**config.mk**
```make
export PLATFORM = sky130hd
export DESIGN_NAME = idma_obi_cmd_issuer
export DESIGN_NICKNAME = d
export VERILOG_FILES = /design/src/rtl/idma_obi_cmd_issuer.sv
export SDC_FILE = /design/constraint.sdc
export NUM_CORES = 1
export LEC_CHECK = 0
export BUFFER_PORTS_ARGS = -buffer_cell sky130_fd_sc_hd__buf_4
export CORE_ASPECT_RATIO = 1.5
export CORE_MARGIN = 1.5
export CORE_UTILIZATION = 45
export DETAILED_ROUTE_END_ITERATION = 12
export PLACE_DENSITY = 0.74
export SLEW_MARGIN = 0
export SYNTH_ARGS = -nofsm -noshare
export SYNTH_HDL_FRONTEND = slang
export SYNTH_SLANG_ARGS = --single-unit
```
**constraint.sdc**
```tcl
create_clock -name clk_i -period 2 [get_ports clk_i]
set_input_delay 0.3 -clock clk_i [delete_from_list [all_inputs] [get_ports clk_i]]
set_output_delay 0.3 -clock clk_i [all_outputs]
set_load 0.03 [all_outputs]
```
**src/rtl/idma_obi_cmd_issuer.sv**
```systemverilog
// idma_obi_cmd_issuer: OBI initiator that programs one iDMA channel
// (src/dst/len writes, next-ID read that launches the transfer), waits for
// that channel's done/error IRQ and returns a completion record.
// The small package below provides the default OBI request/response types.

package magia_tile_pkg;
  typedef struct packed {
    logic [31:0] addr;
    logic        we;
    logic [3:0]  be;
    logic [31:0] wdata;
  } core_obi_a_chan_t;

  typedef struct packed {
    logic             req;
    core_obi_a_chan_t a;
  } core_obi_data_req_t;

  typedef struct packed {
    logic [31:0] rdata;
    logic        err;
  } core_obi_r_chan_t;

  typedef struct packed {
    logic             gnt;
    logic             rvalid;
    core_obi_r_chan_t r;
  } core_obi_data_rsp_t;
endpackage

module idma_obi_cmd_issuer #(
  parameter type         obi_req_t   = magia_tile_pkg::core_obi_data_req_t,
  parameter type         obi_rsp_t   = magia_tile_pkg::core_obi_data_rsp_t,
  parameter logic [31:0] A2O_BASE    = 32'h0000_0000,
  parameter logic [31:0] O2A_BASE    = 32'h0000_0200,
  parameter logic [31:0] SRC_OFF     = 32'h00,
  parameter logic [31:0] DST_OFF     = 32'h04,
  parameter logic [31:0] LEN_OFF     = 32'h08,
  parameter logic [31:0] NEXT_ID_OFF = 32'h44
) (
  input  logic        clk_i,
  input  logic        rst_ni,
  input  logic        clear_i,
  input  logic        cmd_valid_i,
  output logic        cmd_ready_o,
  input  logic        cmd_dir_i,
  input  logic [31:0] cmd_src_i,
  input  logic [31:0] cmd_dst_i,
  input  logic [31:0] cmd_len_i,
  output obi_req_t    obi_req_o,
  input  obi_rsp_t    obi_rsp_i,
  input  logic        irq_a2o_done_i,
  input  logic        irq_a2o_error_i,
  input  logic        irq_o2a_done_i,
  input  logic        irq_o2a_error_i,
  output logic        cpl_valid_o,
  input  logic        cpl_ready_i,
  output logic [31:0] cpl_id_o,
  output logic        cpl_error_o,
  output logic        busy_o
);

  typedef enum logic [2:0] {
    IDLE, WR_SRC, WR_DST, WR_LEN, RD_ID, WAIT_DONE, CPL
  } state_t;

  state_t      state, state_next;
  // rsp_phase = 0: request held until gnt; 1: waiting for rvalid
  logic        rsp_phase, rsp_phase_next;
  logic        dir, dir_next;
  logic [31:0] base, base_next;
  logic [31:0] src, src_next;
  logic [31:0] dst, dst_next;
  logic [31:0] len, len_next;
  logic [31:0] id, id_next;
  logic        cpl_err, cpl_err_next;
  logic        done_cap, done_cap_next;
  logic        err_cap, err_cap_next;
  // a granted access was abandoned by clear_i; its rvalid is still owed
  logic        pending_rsp, pending_rsp_next;

  logic        bus_state;
  logic        armed;
  logic        sel_done, sel_err;
  logic        done_seen, err_seen;

  // State register
  always_ff @(posedge clk_i or negedge rst_ni) begin
    if (!rst_ni) begin
      state <= IDLE;
    end else begin
      state <= state_next;
    end
  end

  // Command, ID, capture and bookkeeping registers
  always_ff @(posedge clk_i or negedge rst_ni) begin
    if (!rst_ni) begin
      rsp_phase   <= 1'b0;
      dir         <= 1'b0;
      base        <= '0;
      src         <= '0;
      dst         <= '0;
      len         <= '0;
      id          <= '0;
      cpl_err     <= 1'b0;
      done_cap    <= 1'b0;
      err_cap     <= 1'b0;
      pending_rsp <= 1'b0;
    end else begin
      rsp_phase   <= rsp_phase_next;
      dir         <= dir_next;
      base        <= base_next;
      src         <= src_next;
      dst         <= dst_next;
      len         <= len_next;
      id          <= id_next;
      cpl_err     <= cpl_err_next;
      done_cap    <= done_cap_next;
      err_cap     <= err_cap_next;
      pending_rsp <= pending_rsp_next;
    end
  end

  // Next-state, bus request and completion outputs
  always_comb begin
    state_next       = state;
    rsp_phase_next   = rsp_phase;
    dir_next         = dir;
    base_next        = base;
    src_next         = src;
    dst_next         = dst;
    len_next         = len;
    id_next          = id;
    cpl_err_next     = cpl_err;
    pending_rsp_next = pending_rsp & ~obi_rsp_i.rvalid;
    obi_req_o        = '0;

    cmd_ready_o = (state == IDLE) & ~pending_rsp;
    busy_o      = (state != IDLE);
    cpl_valid_o = (state == CPL);
    cpl_id_o    = (state == CPL) ? id : 32'h0;
    cpl_error_o = (state == CPL) & cpl_err;

    bus_state = (state == WR_SRC) || (state == WR_DST) ||
                (state == WR_LEN) || (state == RD_ID);

    // IRQ watching starts with the launch read's grant so that a transfer
    // that finishes before the ID comes back is still seen.
    armed     = ((state == RD_ID) && (rsp_phase || obi_rsp_i.gnt)) ||
                (state == WAIT_DONE);
    sel_done  = dir ? irq_o2a_done_i  : irq_a2o_done_i;
    sel_err   = dir ? irq_o2a_error_i : irq_a2o_error_i;
    done_seen = done_cap | (armed & sel_done);
    err_seen  = err_cap  | (armed & sel_err);
    done_cap_next = (state == IDLE) ? 1'b0 : done_seen;
    err_cap_next  = (state == IDLE) ? 1'b0 : err_seen;

    if (bus_state && !rsp_phase) begin
      obi_req_o.req  = 1'b1;
      obi_req_o.a.be = 4'hF;
      case (state)
        WR_SRC: begin
          obi_req_o.a.addr  = base + SRC_OFF;
          obi_req_o.a.we    = 1'b1;
          obi_req_o.a.wdata = src;
        end
        WR_DST: begin
          obi_req_o.a.addr  = base + DST_OFF;
          obi_req_o.a.we    = 1'b1;
          obi_req_o.a.wdata = dst;
        end
        WR_LEN: begin
          obi_req_o.a.addr  = base + LEN_OFF;
          obi_req_o.a.we    = 1'b1;
          obi_req_o.a.wdata = len;
        end
        default: begin
          obi_req_o.a.addr  = base + NEXT_ID_OFF;
          obi_req_o.a.we    = 1'b0;
        end
      endcase
    end

    case (state)
      IDLE: begin
        if (cmd_valid_i && cmd_ready_o) begin
          dir_next       = cmd_dir_i;
          base_next      = cmd_dir_i ? O2A_BASE : A2O_BASE;
          src_next       = cmd_src_i;
          dst_next       = cmd_dst_i;
          len_next       = cmd_len_i;
          id_next        = 32'h0;
          cpl_err_next   = 1'b0;
          rsp_phase_next = 1'b0;
          state_next     = WR_SRC;
        end
      end
      WR_SRC, WR_DST, WR_LEN, RD_ID: begin
        if (!rsp_phase) begin
          if (obi_rsp_i.gnt) rsp_phase_next = 1'b1;
        end else if (obi_rsp_i.rvalid) begin
          rsp_phase_next = 1'b0;
          if (obi_rsp_i.r.err) begin
            // bus error: abandon the sequence, report with a null ID
            id_next      = 32'h0;
            cpl_err_next = 1'b1;
            state_next   = CPL;
          end else begin
            case (state)
              WR_SRC:  state_next = WR_DST;
              WR_DST:  state_next = WR_LEN;
              WR_LEN:  state_next = RD_ID;
              default: begin
                id_next    = obi_rsp_i.r.rdata;
                state_next = WAIT_DONE;
              end
            endcase
          end
        end
      end
      WAIT_DONE: begin
        if (done_seen || err_seen) begin
          cpl_err_next = err_seen;
          state_next   = CPL;
        end
      end
      CPL: begin
        if (cpl_ready_i) state_next = IDLE;
      end
      default: state_next = IDLE;
    endcase

    // Soft clear wins over everything; an access already granted keeps
    // the block from taking new work until its response drains.
    if (clear_i) begin
      state_next     = IDLE;
      rsp_phase_next = 1'b0;
      if (bus_state && ((!rsp_phase && obi_rsp_i.gnt) ||
                        (rsp_phase && !obi_rsp_i.rvalid))) begin
        pending_rsp_next = 1'b1;
      end
    end
  end

endmodule

```
==> run metrics <==
count of input and output buffers=218; root cell of the clock tree=clkbuf_16; CP Launch Type=flip-flop; maxcap violations=0; Multi-input gate area=3280 sq um; worst min path class=primary input to flip-flop; Comb power frac=49.4%; Pint=9.96 mW; CTS sink cnt=137; largest net degree at the start of global routing=100; ant diodes=0; final setup margin=-228 ps; Die X-Extent=102 um; CTS Buf Count=17; Routed WL=21500 um; Skew-Pair Late Insertion Delay=420 ps; Max Root-Sink Buffers=2; Total Routing Usage GR=23.4%; register area share after synthesis=51.6%; WS Path Type=flip-flop to output pin; Crit path arrival time=1930 ps; fmax=449 MHz; Finished Layout Cells=1022; ys async rst share=100%; PD cells=1470 nW/um^2; worst slew pin tran=511 ps; row count=54; crit path time final=2230 ps; die area=15500 sq um; routed vias/inst=5.33; P&R area growth vs syn=59.4%; wire per inst=21.0 um; fillers=951; first-pass GRT wire length=27600 um; met3 usage=7.20%; cell count after synthesis=544; status=complete, but fails checks; dpl cell area=8490 sq um; total congestion overflow=0; post-route cell area=10600 sq um; drc violations=0; share of cells above drive strength 1=66.7%; drt pass-1 iters=4; Initial Util=45.9%; Layout Nets=955; crit end category=output pin; R2R depth=11; initial DRC count=187; Sw Ratio=35.9%; Boundary Pins=247; Data required, critical path=1700 ps; Final Skew=9.44 ps; Util after Layout=73.2%; final hold vios=0; Clock Pin Slew Worst Setup and Hold Paths=60 ps; post-synthesis register bit count=137; Synth Warn #=0; failing checks=setup timing; met2 usage=42.4%; GP Congestion=0.874; # setup viols final=209; Slew Viols, Final=0; most crowded layer after global routing=met2; Sw Pwr=5.59 mW; setup TNS=-23590 ps; GR Util met1=25.5%; Slew headroom=65.9%; dpl ws=131 ps; die height=152 um; # H-tree levels=4; Worst IR Drop VDD=824 uV; Synth cell types=46; Post-synth top flop=dfrtp_1; Detailed Place HPWL=11800 um; Synth Area per Inst=12.2 sq um; Power Total=15.5 mW; Reg area=3430 sq um; Post-Syn Area=6640 sq um; worst hold stages=2; via count=5449; crit share post-route=111%; CTS tree=done; Core Box Area=14500 sq um; register share of total power=29.2%; Min Hold Slack=93.0 ps; Worst Path Max Fanout=8; Clk network pwr share=21.4%; leakage=4.86 nW; RSZ-0062 raised after global routing=true; initial antenna violation count=0; vias in the first global route=5489; number of flops mapped to enable cells by yosys=0; Routed Antenna Nets=0; DP Cell Count=937
registers in the layout (all words and copies together), names as in the netlist:
name and count:
dir 1, rsp_phase 1, len 32, cpl_err 1, state 3, err_cap 1
pending_rsp 1, src 32, done_cap 1, id 32, dst 32
per-layer routing:
layer,vias to the layer above,wire length [um]
met5,-,0
met4,0,596
met3,42,1570
met2,268,11700
met1,2706,7660
li1,2433,-
timing repair:
action / 4_1_cts / 5_1_grt
hold buffers: 1 / 0
setup buffers: 17 / 15
pin swaps: 24 / 38
cloned: 5 / 17
setup endpoints to repair: 74 / 194
gates resized for setup: 114 / 92
hold endpoints to repair: 48 / 0
power by group through the flow:
| stage | clock [mW] | combinational [mW] | sequential, mW |
|---|---|---|---|
| 2_1_floorplan | 0 | 4.04 | 4.27 |
| 3_3_place_gp | 0 | 5.16 | 4.42 |
| 3_5_place_dp | 0 | 5.28 | 4.53 |
| 4_1_cts | 3.36 | 6.13 | 4.51 |
| 5_1_grt | 3.50 | 8.06 | 4.66 |
| 6_report | 3.33 | 7.67 | 4.55 |
Yosys cell counts, types with 2 or more instances:
cell type  number  area (sq um)
a21oi_1         6          30.0
a22o_1         33           289
a22oi_1        32           240
and2_1         34           213
buf_1           3          11.3
buf_2          21           105
buf_4          33           248
clkbuf_1       13          48.8
dfrtp_1       137          3430
inv_1           6          22.5
mux2_1          8          90.1
mux2_2        123          1390
nand2_1         6          22.5
nand2b_1        2          12.5
nand3_1         3          15.0
nand4_1         2          12.5
nor2_1         44           165
nor2b_1         3          18.8
nor3_1          3          15.0
o211a_1         2          20.0
o21ai_0         4          20.0
o21ai_1         2          10.0
logic make-up (layout without fill, tap and decap cells):
logic type	count (synthesis)	in the layout	share of synthesized area, %
XOR/XNOR	1	1	0.132
other	1	28	0.0565
multiplexers	131	131	22.2
AND/OR/NAND/NOR	104	104	8.25
adder cells (fa/ha/maj)	1	1	0.151
flip-flops	137	137	51.6
buffers and inverters	77	332	6.73
AO/OA/AOI/OAI	92	92	10.9
layout by cell type, fill, tap and decap left out, types with 4 or more instances in the layout:
master     instances
buf_4            190
dfrtp_1          134
mux2_2           123
buf_6             70
a22o_1            33
and2_4            32
a22oi_2           32
nor2_1            30
conb_1            28
clkbuf_16         28
buf_12            14
mux2_1             8
nor2_2             7
nor2_4             7
a21oi_1            6
inv_6              5
buf_16             5
nand2_1            4
buf_8              4
final cells by class:
type	instances	area share (%)
Inverter	6	0.307
Clock inverter	13	1.71
Sequential cell	137	32.4
Timing Repair Buffer	295	28.1
Multi-Input combinational cell	357	30.9
Clock buffer	18	4.15
Tap cell	196	2.32
critical path, cell delays in order (launching register included):
cell	delay, ps
dfrtp_2	460
buf_4	170
nor2b_4	190
buf_6	160
buf_16	150
a22oi_2	80
nor2_1	110
buf_4	170
final timing paths:
path,to,slack (ps),start
setup / recovery,obi_req_o[14],-230,state[0]
hold / removal,src[29],90,cmd_src_i[29]
setup reg to reg,dst[14],-200,state[1]
hold reg to reg,src[25],490,src[25]
max in group asynchronous,src[30],920,rst_ni
min in group asynchronous,id[12],440,rst_ni
Note: power is estimated with default switching activity, not from simulation.
